--- src/rtl/alu_sequencer.sv ---
// Multi-cycle signed add/sub/mul/div sequencer for the calculator datapath.
// Shift-add multiply and restoring divide run one bit per clock.
module alu_sequencer #(
  parameter int WIDTH = 16
) (
  input  logic             clock,
  input  logic             reset_in,
  input  logic             execute,
  input  logic [1:0]       op,
  input  logic [WIDTH-1:0] operand_a,
  input  logic [WIDTH-1:0] operand_b,
  output logic             busy,
  output logic             done,
  output logic [WIDTH-1:0] result,
  output logic             err_ovf,
  output logic             err_div0
);

  localparam int CW = $clog2(WIDTH + 1);

  typedef enum logic [1:0] {
    IDLE,
    ITER,
    SIGN,
    DONE
  } state_t;

  state_t             state;
  logic [1:0]         op_q;
  logic [WIDTH-1:0]   a_q;
  logic [WIDTH-1:0]   b_q;
  logic [WIDTH-1:0]   mag_a;
  logic [WIDTH-1:0]   mag_b;
  logic               sa;
  logic               sb;
  logic               dz;
  logic [CW-1:0]      cnt;
  logic [2*WIDTH-1:0] acc;

  logic [WIDTH-1:0]   abs_a;
  logic [WIDTH-1:0]   abs_b;
  logic               b_zero;
  logic [WIDTH:0]     mul_sum;
  logic [WIDTH:0]     div_shift;
  logic               div_ge;
  logic [WIDTH-1:0]   div_rem;
  logic [WIDTH-1:0]   b_eff;
  logic [WIDTH-1:0]   as_sum;
  logic               as_ovf;
  logic [2*WIDTH-1:0] md_mag;
  logic [2*WIDTH-1:0] lim_p;
  logic               md_neg;
  logic               md_ovf;
  logic [WIDTH-1:0]   md_res;

  assign abs_a  = operand_a[WIDTH-1] ? -operand_a : operand_a;
  assign abs_b  = operand_b[WIDTH-1] ? -operand_b : operand_b;
  assign b_zero = (operand_b == '0);

  // acc = {high partial product, remaining multiplier bits}
  assign mul_sum = {1'b0, acc[2*WIDTH-1:WIDTH]}
                 + (acc[0] ? {1'b0, mag_a} : '0);

  // acc = {remainder, dividend bits shifting out / quotient shifting in}
  assign div_shift = {acc[2*WIDTH-1:WIDTH], acc[WIDTH-1]};
  assign div_ge    = (div_shift >= {1'b0, mag_b});
  assign div_rem   = div_shift[WIDTH-1:0] - mag_b;

  assign b_eff  = op_q[0] ? ~b_q : b_q;
  assign as_sum = a_q + b_eff + WIDTH'(op_q[0]);
  assign as_ovf = (a_q[WIDTH-1] == b_eff[WIDTH-1])
               && (as_sum[WIDTH-1] != a_q[WIDTH-1]);

  assign md_mag = op_q[0] ? {{WIDTH{1'b0}}, acc[WIDTH-1:0]} : acc;
  assign lim_p  = {{(WIDTH+1){1'b0}}, {(WIDTH-1){1'b1}}};
  assign md_neg = (sa ^ sb) && (md_mag != '0);
  assign md_ovf = md_neg ? (md_mag > lim_p + 1'b1) : (md_mag > lim_p);
  assign md_res = md_neg ? -md_mag[WIDTH-1:0] : md_mag[WIDTH-1:0];

  always_ff @(posedge clock or posedge reset_in) begin
    if (reset_in) begin
      state    <= IDLE;
      op_q     <= '0;
      a_q      <= '0;
      b_q      <= '0;
      mag_a    <= '0;
      mag_b    <= '0;
      sa       <= 1'b0;
      sb       <= 1'b0;
      dz       <= 1'b0;
      cnt      <= '0;
      acc      <= '0;
      busy     <= 1'b0;
      done     <= 1'b0;
      result   <= '0;
      err_ovf  <= 1'b0;
      err_div0 <= 1'b0;
    end else begin
      unique case (state)
        IDLE: begin
          done <= 1'b0;
          if (execute) begin
            op_q     <= op;
            a_q      <= operand_a;
            b_q      <= operand_b;
            mag_a    <= abs_a;
            mag_b    <= abs_b;
            sa       <= operand_a[WIDTH-1];
            sb       <= operand_b[WIDTH-1];
            dz       <= (op == 2'b11) && b_zero;
            result   <= '0;
            err_ovf  <= 1'b0;
            err_div0 <= 1'b0;
            busy     <= 1'b1;
            if (op[1] && !(op[0] && b_zero)) begin
              cnt   <= CW'(WIDTH);
              acc   <= {{WIDTH{1'b0}}, op[0] ? abs_a : abs_b};
              state <= ITER;
            end else begin
              state <= SIGN;
            end
          end
        end
        ITER: begin
          if (!op_q[0]) begin
            acc <= {mul_sum, acc[WIDTH-1:1]};
          end else if (div_ge) begin
            acc <= {div_rem, acc[WIDTH-2:0], 1'b1};
          end else begin
            acc <= {div_shift[WIDTH-1:0], acc[WIDTH-2:0], 1'b0};
          end
          cnt <= cnt - 1'b1;
          if (cnt == CW'(1)) state <= SIGN;
        end
        SIGN: begin
          if (dz) begin
            result   <= '0;
            err_div0 <= 1'b1;
            err_ovf  <= 1'b0;
          end else if (op_q[1]) begin
            result  <= md_res;
            err_ovf <= md_ovf;
          end else begin
            result  <= as_sum;
            err_ovf <= as_ovf;
          end
          done  <= 1'b1;
          state <= DONE;
        end
        DONE: begin
          done  <= 1'b0;
          busy  <= 1'b0;
          state <= IDLE;
        end
        default: state <= IDLE;
      endcase
    end
  end

endmodule

--- config.mk ---
export PLATFORM = sky130hd
export DESIGN_NAME = alu_sequencer
export DESIGN_NICKNAME = d
export VERILOG_FILES = /design/src/rtl/alu_sequencer.sv
export SDC_FILE = /design/constraint.sdc
export NUM_CORES = 1
export LEC_CHECK = 0
export CAP_MARGIN = 20
export CORE_ASPECT_RATIO = 0.5
export CORE_MARGIN = 5
export CORE_UTILIZATION = 23
export DETAILED_ROUTE_END_ITERATION = 16
export MAX_ROUTING_LAYER = met4
export PLACE_DENSITY = 0.42
export SYNTH_ARGS = -nofsm -noshare
export SYNTH_HDL_FRONTEND = slang
export SYNTH_SLANG_ARGS = --single-unit
--- constraint.sdc ---
create_clock -name clock -period 8.6 [get_ports clock]
set_clock_uncertainty 0.05 [all_clocks]
set_input_delay 0.86 -clock clock [delete_from_list [all_inputs] [get_ports clock]]
set_output_delay 0.86 -clock clock [all_outputs]
set_load 0.05 [all_outputs]
==> results of run 1 <==
==> how the worst min path moves through the flow <==
stage,start,endpoint,slack (ns),cells after the start
final,mag_a[10],mag_a[10],0.43,2
after global routing,mag_a[12],mag_a[12],0.44,2
after CTS,mag_a[12],mag_a[12],0.43,2
after detailed placement,mag_a[12],mag_a[12],0.41,2
after global placement,mag_a[7],mag_a[7],0.41,2
after floorplan,mag_a[10],mag_a[10],0.39,2
==> metal layers <==
layer	up-vias	part of all wire (%)	track usage, %
li1	3636	-	-
met3	32	2.9	1.583
met4	0	1.8	3.931
met1	3614	51	19.28
met5	-	0	-
met2	131	45	19.92
==> where the power goes <==
group / internal (W) / switching (W) / leakage [nW] / total [W]
Clock: 0.000372 / 0.000302 / 0.262 / 0.000674
Combinational: 0.00131 / 0.00176 / 2.74 / 0.00307
Sequential: 0.000854 / 0.000277 / 1.52 / 0.00113
==> state kept, by name, indices dropped and copies added, names as in the netlist <==
register / flops
mag_b: 15
done: 1
acc: 32
state: 2
err_div0: 1
cnt: 5
result: 16
op_q: 2
b_q: 16
dz: 1
a_q: 16
mag_a: 15
err_ovf: 1
busy: 1
==> worst register-to-register path, cell delays in order (launching register included) <==
cell      delay (ns)
dfrtp_2         0.34
buf_4           0.39
buf_4           0.51
xor2_1          0.30
ha_1            0.30
and3_1          0.18
a2111o_1        0.43
a21oi_2         0.22
o21ai_1         0.10
and2_1          0.20
a221oi_1        0.36
o31ai_1         0.19
xnor2_1         0.19
o221ai_1        0.12
==> layout by cell type, fill, tap and decap left out, drive strengths merged, types with 21 or more instances in the layout <==
cell type and count:
mux2 34, xor2 49, dfrtp 124, nand2 109, ha 56, a21oi 58
nor2 66, clkdlybuf4s50 56, inv 47, and2 21, mux2i 39, xnor2 44
o21ai 95
==> cell usage after synthesis, types with 4 or more instances <==
| cell type | number |
|---|---|
| a211oi_1 | 12 |
| a21o_1 | 12 |
| a21oi_1 | 56 |
| a22o_1 | 7 |
| a22oi_1 | 5 |
| a31oi_1 | 6 |
| and2_1 | 19 |
| and3_1 | 4 |
| buf_1 | 4 |
| buf_2 | 4 |
| buf_6 | 4 |
| clkbuf_1 | 27 |
| dfrtp_1 | 124 |
| ha_1 | 56 |
| inv_1 | 42 |
| mux2_2 | 32 |
| mux2i_1 | 39 |
| nand2_1 | 108 |
| nand2b_1 | 11 |
| nand3_1 | 11 |
| nor2_1 | 66 |
| nor2b_1 | 7 |
| nor3_1 | 10 |
| nor3b_1 | 4 |
| nor4_1 | 10 |
| o211ai_1 | 14 |
| o21a_1 | 8 |
| o21ai_0 | 65 |
| o21ai_1 | 29 |
| o21bai_1 | 7 |
| o221ai_1 | 6 |
| o31ai_1 | 8 |
| o41ai_1 | 5 |
| or3_1 | 9 |
| xnor2_1 | 44 |
| xor2_1 | 49 |
==> metrics by stage <==
stage	std cells	util [%]
6_report	1575	27.40
5_1_grt	1575	27.40
4_1_cts	1572	27.29
3_5_place_dp	1540	25.89
3_3_place_gp	1539	25.87
2_1_floorplan	988	-
==> final cells by class <==
type                    count  share of cell area, %
clock inverters            15                  1.086
clock buffers              17                  4.015
diodes                      1                0.02362
repair buffers             68                  6.400
well taps                 530                  6.258
inverters                  43                  1.547
flip-flops and latches    124                  29.30
multi-input cells         777                  51.38
==> cell families after synthesis <==
logic type / after synthesis / synth area share [%]
AOI/OAI and AO/OA: 273 / 19.56
xor gates and xnor gates: 93 / 9.106
adders and majority gates: 59 / 8.505
buffers and inverters: 87 / 4.644
DFF: 124 / 34.69
muxes: 73 / 8.645
and+or+nand+nor: 279 / 14.86
==> results.yml, run 1 <==
routing:
  avgRoutedWirePerCell_um: 17.51
  wl_mm: 27.58
  postRouteAntennaNets: 0
  dr.pass1.iters: 5
  vias_per_cell: 4.707
  first_iter_violations: 519
  drc_errors: 0
  num_vias: 7413
sta:
  worstMarginPinSlew_ns: 0.9093
  grt_setup_unrepaired: "false"
  setup_ws_ns: 4.589
  maxSlewViolCount: 0
  setup_viol: 0
  maxSlewHeadroom_pct: 39.38
  min_period_over_period_pct: 46.64
  fmax_mhz: 249.3
  min_period_ns: 4.011
  setup_tns_ns: 0
  fin_hold_ws_ns: 0.4270
  hold_violations: 0
cts:
  cts_tree: "yes"
  cts_root_buffer: "clkbuf_16"
  cts_resized: 0
  cts-htree-levels: 4
  cts_buffers: 17
  post-cts-setup-buffers: 0
  hold_buffers: 0
  ctsLongestPathBuffers: 2
  cts_num_sinks: 124
  insertion_delay_ns: 0.43
  clkTransAtPathRegs_ns: 0.06
grt:
  track_usage_pct: 13.42
  grt_pass1_wl_mm: 43.80
  grt_max_degree: 81
  grt_antenna_before_repair: 1
  grt_pass1_vias: 7358
  grt_overflow: 0
logic_synthesis:
  synthArstFlopShare_pct: 100.0
  netlist_instances: 988
  ys_seq_area_share_pct: 34.69
  syn_nets: 1084
  netlist-cell-type-count: 73
  synth_area_leaders: "dfrtp_1, ha_1, xor2_1"
  synth_top_flop_cell: "dfrtp_1"
  synth-seq-cells: 124
  synth_edf_count: 0
  yosysTopAreaCell: "dfrtp_1"
  synth_area_um2: 8945
  synth_top_area_share_pct: 34.69
  syn_avg_cell_area_um2: 9.053
  ys.warnings.count: 0
critical_path:
  critical_path_arrival_ns: 4.24
  cpMostUsedCell: "buf_4"
  ff2ff_setup_slack_ns: 4.59
  critical_path.top_delay_family: "compound AO/OA/AOI/OAI gates"
  critPathSlowestCell: "buf_4"
  r2r-end: "result[15]"
  cp-end-kind: "register"
  critPathMaxFanout: 36
  endpoint: "result[15]"
  r2r-start: "op_q[0]"
  reg2regPathDepth: 13
  cp_num_buf_inv: 2
  path_cells: "buf_4 > buf_4 > xor2_1 > ha_1 > and3_1 > a2111o_1 > a21oi_2 > o21ai_1 > and2_1 > a221oi_1 > o31ai_1 > xnor2_1 > o221ai_1"
  cp-start-kind: "register"
  critPathKind: "register to register"
  cpPeakStageDelay_ns: 0.50
  crit_required_ns: 8.82
  path_depth: 13
  crit_start: "op_q[0]"
die:
  die-area_um2: 43170
  coreArea_um2: 38670
  rows: 51
  io_pins: 57
  die_w_um: 288.9
  initial_utilization_pct: 23.13
  die_h_um: 149.4
pwr:
  p_per_area_nw_per_um2: 460.3
  p_leak_nw: 4.521
  peakVddDrop_mv: 0.1216
  total_power_w: 0.004878
finish:
  drive_gt1_share_pct: 9.195
  multi_input_area_um2: 5444
  fillers: 4186
  fin_area_um2: 10600
  regArea_um2: 3104
  num-nets-final: 1127
  syn2layout_area_growth_pct: 18.46
job:
  cap_violations: 0
place:
  globalplace.congestion: 0.7979
  portBuffers: 56
  place_ws_ns: 4.422
  dpl_cell_area_um2: 10010
  hpwl_mm: 20.95
min_path:
  holdCritPathClass: "register to register"
outcome:
  status: "complete, no violations"
Note: power is estimated with default switching activity, not from simulation.
==> inputs of run 2 (changes only) <==
- clock period: 8.6 -> 3.8 ns (I/O delays scaled with it)
==> run 2 against run 1 <==
Die area unchanged. Sequential share of layout area is 0.42 points lower. Wire length up 2.3%. Utilization rose by 0.40 points.
==> results.yml, run 2 (synthesis gave the netlist of run 1 again) <==
outcome:
  status: "complete, no violations"
sta:
  hold_violations: 0
  fmax_mhz: 283.7
  worstMarginPinSlew_ns: 0.8534
  maxSlewViolCount: 0
  min_period_ns: 3.525
  grt_setup_unrepaired: "false"
  setup_viol: 0
  setup_tns_ns: 0
  min_period_over_period_pct: 92.77
  maxSlewHeadroom_pct: 42.58
die:
  rows: 51
  die_w_um: 288.9
  die_h_um: 149.4
  die-area_um2: 43170
  io_pins: 57
  initial_utilization_pct: 23.13
  coreArea_um2: 38670
cts:
  cts_root_buffer: "clkbuf_16"
  insertion_delay_ns: 0.43
  cts_resized: 0
  cts-htree-levels: 4
  hold_buffers: 0
  cts_buffers: 17
  cts_num_sinks: 124
  cts_tree: "yes"
  clkTransAtPathRegs_ns: 0.06
  ctsLongestPathBuffers: 2
  post-cts-setup-buffers: 0
job:
  cap_violations: 0
routing:
  wl_mm: 28.21
  dr.pass1.iters: 5
  postRouteAntennaNets: 0
  vias_per_cell: 4.660
  num_vias: 7400
  drc_errors: 0
  avgRoutedWirePerCell_um: 17.76
  first_iter_violations: 390
place:
  hpwl_mm: 21.75
  portBuffers: 56
  globalplace.congestion: 0.8263
finish:
  syn2layout_area_growth_pct: 20.20
  final_common_cell: "dfrtp_1"
  num-nets-final: 1141
  largest_register: "acc"
  drive_gt1_share_pct: 10.40
  final_cell_mix: "dfrtp_1, nand2_1, nor2_1"
  diodes: 0
  largest_reg_flops: 32
grt:
  grt_pass1_vias: 7342
  track_usage_pct: 13.75
  grt_pass1_wl_mm: 44.51
  grt_max_degree: 101
  grt_antenna_before_repair: 0
  grt_overflow: 0
critical_path:
  crit_start: "acc[15]"
  critPathMaxFanout: 4
  endpoint: "acc[30]"
  cp-end-kind: "register"
  r2r-start: "acc[15]"
  critical_path_arrival_ns: 3.81
  r2r-end: "acc[30]"
  cp-start-kind: "register"
  cpPeakStageDelay_ns: 0.42
  critPathKind: "register to register"
  crit_required_ns: 4.09
  critPathSlowestCell: "dfrtp_1"
  reg2regPathDepth: 13
  critical_path.top_delay_family: "compound AO/OA/AOI/OAI gates"
  path_depth: 13
  ff2ff_setup_slack_ns: 0.27
  cp_num_buf_inv: 2
  path_cells: "inv_1 > ha_1 > inv_1 > fa_1 > a211o_1 > o211ai_1 > a31oi_1 > a41o_1 > or4_1 > a31oi_1 > xor2_1 > a211o_1 > o211ai_1"
pwr:
  peakVddDrop_mv: 0.3112
  total_power_w: 0.01134
  p_leak_nw: 4.603
  p_per_area_nw_per_um2: 1054
min_path:
  holdCritPathClass: "primary input to asynchronous set/reset pin"
[run 2: changes by cell type in the layout (fill, tap and decap cells not counted)]
cell	previous run	this run
buf_8	1	0
clkinv_2	4	3
buf_12	0	1
clkbuf_8	0	1
clkinvlp_4	3	5
buf_16	1	0
buf_4	10	25
diode_2	1	0
bufinv_16	0	3
inv_6	4	2
clkinv_4	3	1
inv_8	1	0
[run 2: worst min path at each step]
stage	slack [ns]	endpoint	depth (start not counted)	startpoint
after floorplan	0.39	mag_a[10]	2	mag_a[10]
after global placement	0.41	mag_a[11]	2	mag_a[11]
after detailed placement	0.41	mag_a[2]	2	mag_a[2]
after CTS	0.43	acc[3]	2	reset_in
after global routing	0.45	mag_a[2]	2	mag_a[2]
final	0.40	acc[3]	2	reset_in
[run 2: final cells by class]
class                           instances  area (um^2)
Clock inverter                         14        168.9
Multi-Input combinational cell        777         5444
Clock buffer                           18        439.2
Sequential cell                       124         3104
Tap cell                              530        663.1
Timing Repair Buffer                   82        768.2
Inverter                               43        163.9
Fill cell                            4139        27920
[run 2: metal layers]
metal  vias to the layer above  wire length (um)  track usage (%)
li1                       3646                 -                -
met1                      3589             14460            19.76
met2                       147             12520            20.42
met3                        18               894            2.100
met4                         0               333            3.212
met5                         -                 0                -
[run 2: power breakdown]
group          leakage, nW  internal (W)  switching (W)
Sequential            1.52       0.00193       0.000590
Combinational         2.80       0.00300        0.00410
Clock                0.285       0.00105       0.000664
[run 2: per-stage QoR]
step | utilization [%] | setup WS, ns | area (um^2) | instances | hold WS [ns]
after global routing | 27.80 | 0.1177 | 10750 | 1588 | 0.4480
after floorplan | - | 0.07077 | 8945 | 988 | 0.3918
after CTS | 27.80 | 0.2581 | 10750 | 1588 | 0.4265
after global placement | 26.23 | 0.3732 | 10140 | 1556 | 0.4083
final | 27.80 | 0.2748 | 10750 | 1588 | 0.3987
after detailed placement | 26.23 | 0.2769 | 10140 | 1556 | 0.4136
==> inputs of run 3 (changes only) <==
--- a/config.mk
+++ b/config.mk
@@ -12,4 +12,6 @@
 export DETAILED_ROUTE_END_ITERATION = 16
+export GPL_ROUTABILITY_DRIVEN = 0
 export MAX_ROUTING_LAYER = met4
 export PLACE_DENSITY = 0.42
+export RECOVER_POWER = 100
 export SYNTH_ARGS = -nofsm -noshare
--- a/constraint.sdc
+++ b/constraint.sdc
@@ -4,2 +4,2 @@
 set_output_delay 0.38 -clock clock [all_outputs]
-set_load 0.05 [all_outputs]
+set_load 0.005 [all_outputs]
==> run 3 against run 2 <==
The run now ends with capacitance limit, slew limit left. Sequential share of layout area increased by 0.16 points. Sequential power about the same. Combinational power decreased by 5.8%. Utilization decreased by 0.17 points. First-iteration DRC count decreased by 15%. Critical endpoint unchanged.
==> results.yml, run 3 (synthesis gave the netlist of run 1 again) <==
grt:
  grt_max_degree: 101
  grt_pass1_vias: 7342
  grt_overflow: 0
  grt_pass1_wl_mm: 44.51
  track_usage_pct: 13.75
  grt_antenna_before_repair: 0
sta:
  maxSlewHeadroom_pct: -53.80
  fmax_mhz: 282.7
  min_period_ns: 3.538
  setup_tns_ns: 0
  min_period_over_period_pct: 93.10
  fin_hold_ws_ns: 0.4197
  worstMarginPinSlew_ns: 2.307
  setup_viol: 0
  grt_setup_unrepaired: "false"
  hold_violations: 0
  maxSlewViolCount: 157
routing:
  drc_errors: 0
  dr.pass1.iters: 5
  num_vias: 7360
  wl_mm: 28.24
  vias_per_cell: 4.635
  postRouteAntennaNets: 0
  avgRoutedWirePerCell_um: 17.78
  first_iter_violations: 331
finish:
  fin_area_um2: 10690
  regArea_um2: 3103
  multi_input_area_um2: 5414
  largest_register: "acc"
  drive_gt1_share_pct: 9.546
  final_common_cell: "dfrtp_1"
  largest_reg_flops: 32
  num-nets-final: 1141
  diodes: 0
  fillers: 4152
  final_cell_mix: "dfrtp_1, nand2_1, o21ai_0"
  fin_util_pct: 27.64
  syn2layout_area_growth_pct: 19.47
cts:
  clkTransAtPathRegs_ns: 0.06
  insertion_delay_ns: 0.43
  cts_buffers: 17
  hold_buffers: 0
  cts-htree-levels: 4
  cts_root_buffer: "clkbuf_16"
  post-cts-setup-buffers: 0
  ctsLongestPathBuffers: 2
  cts_tree: "yes"
  cts_num_sinks: 124
  cts_resized: 0
die:
  rows: 51
  die_h_um: 149.4
  coreArea_um2: 38670
  initial_utilization_pct: 23.13
  die_w_um: 288.9
  die-area_um2: 43170
  io_pins: 57
critical_path:
  critical_path_arrival_ns: 3.83
  reg2regPathDepth: 13
  r2r-start: "acc[15]"
  cp-end-kind: "register"
  cp-start-kind: "register"
  critPathMaxFanout: 4
  crit_required_ns: 4.09
  crit_start: "acc[15]"
  critPathKind: "register to register"
pwr:
  p_per_area_nw_per_um2: 1023
  p_leak_nw: 4.616
  peakVddDrop_mv: 0.3040
outcome:
  violations: "capacitance limit, slew limit"
  status: "complete, but fails checks"
min_path:
  holdCritPathClass: "register to register"
  hold_path_depth: 2
  holdCritStartpoint: "mag_a[11]"
place:
  portBuffers: 56
  dpl_cell_area_um2: 10140
  hpwl_mm: 21.75
job:
  cap_violations: 2
[run 3: changes by cell type in the layout (fill, tap and decap cells not counted), moves of 6 or more]
cell / previous run / this run
o21ai_0: 65 / 87
clkdlybuf4s50_1: 56 / 34
o21ai_1: 29 / 7
buf_4: 25 / 19
dlygate4sd3_1: 0 / 22
clkbuf_2: 0 / 6
[run 3: area by class of cell]
type / count / area share, %
timing repair buffer: 82 / 6.896
clock inverter: 14 / 1.581
sequential: 124 / 29.04
inverter: 43 / 1.510
multi-input combinational: 777 / 50.66
tap: 530 / 6.205
clock buffer: 18 / 4.110
[run 3: power by group]
part	total, W	switching [W]	internal (W)
Combinational	0.00669	0.00376	0.00293
Sequential	0.00252	0.000589	0.00193
Clock	0.00172	0.000666	0.00105
[run 3: stage by stage]
stage	power, W	setup slack, ns	std cells
after floorplan	0.007539	0.07077	988
after global placement	0.009272	0.3732	1556
after detailed placement	0.009340	0.2769	1556
after CTS	0.01112	0.2581	1588
after global routing	0.01189	0.08018	1588
final	0.01093	0.2624	1588
[run 3: final timing paths]
| path | to | slack, ns |
|---|---|---|
| min reg2reg | mag_a[11] | 0.42 |
| max in group asynchronous | result[11] | 0.78 |
| min in group asynchronous | acc[3] | 1.15 |
| max reg2reg | acc[30] | 0.26 |
| max | acc[30] | 0.26 |
| min | mag_a[11] | 0.42 |
[run 3: worst max-delay path, stage by stage (launching register included)]
cell,delay (ns)
dfrtp_1,0.42
inv_1,0.14
ha_1,0.26
inv_1,0.08
fa_1,0.42
a211o_1,0.28
o211ai_1,0.15
a31oi_1,0.23
a41o_1,0.31
or4_1,0.40
a31oi_1,0.21
xor2_1,0.10
a211o_1,0.30
o211ai_1,0.10
[run 3: metal layers]
layer | vias up | wire, um | global-route usage, %
li1 | 3643 | - | -
met1 | 3561 | 14410 | 19.76
met2 | 134 | 12520 | 20.42
met3 | 22 | 939 | 2.100
met4 | 0 | 376 | 3.212
met5 | - | 0 | -
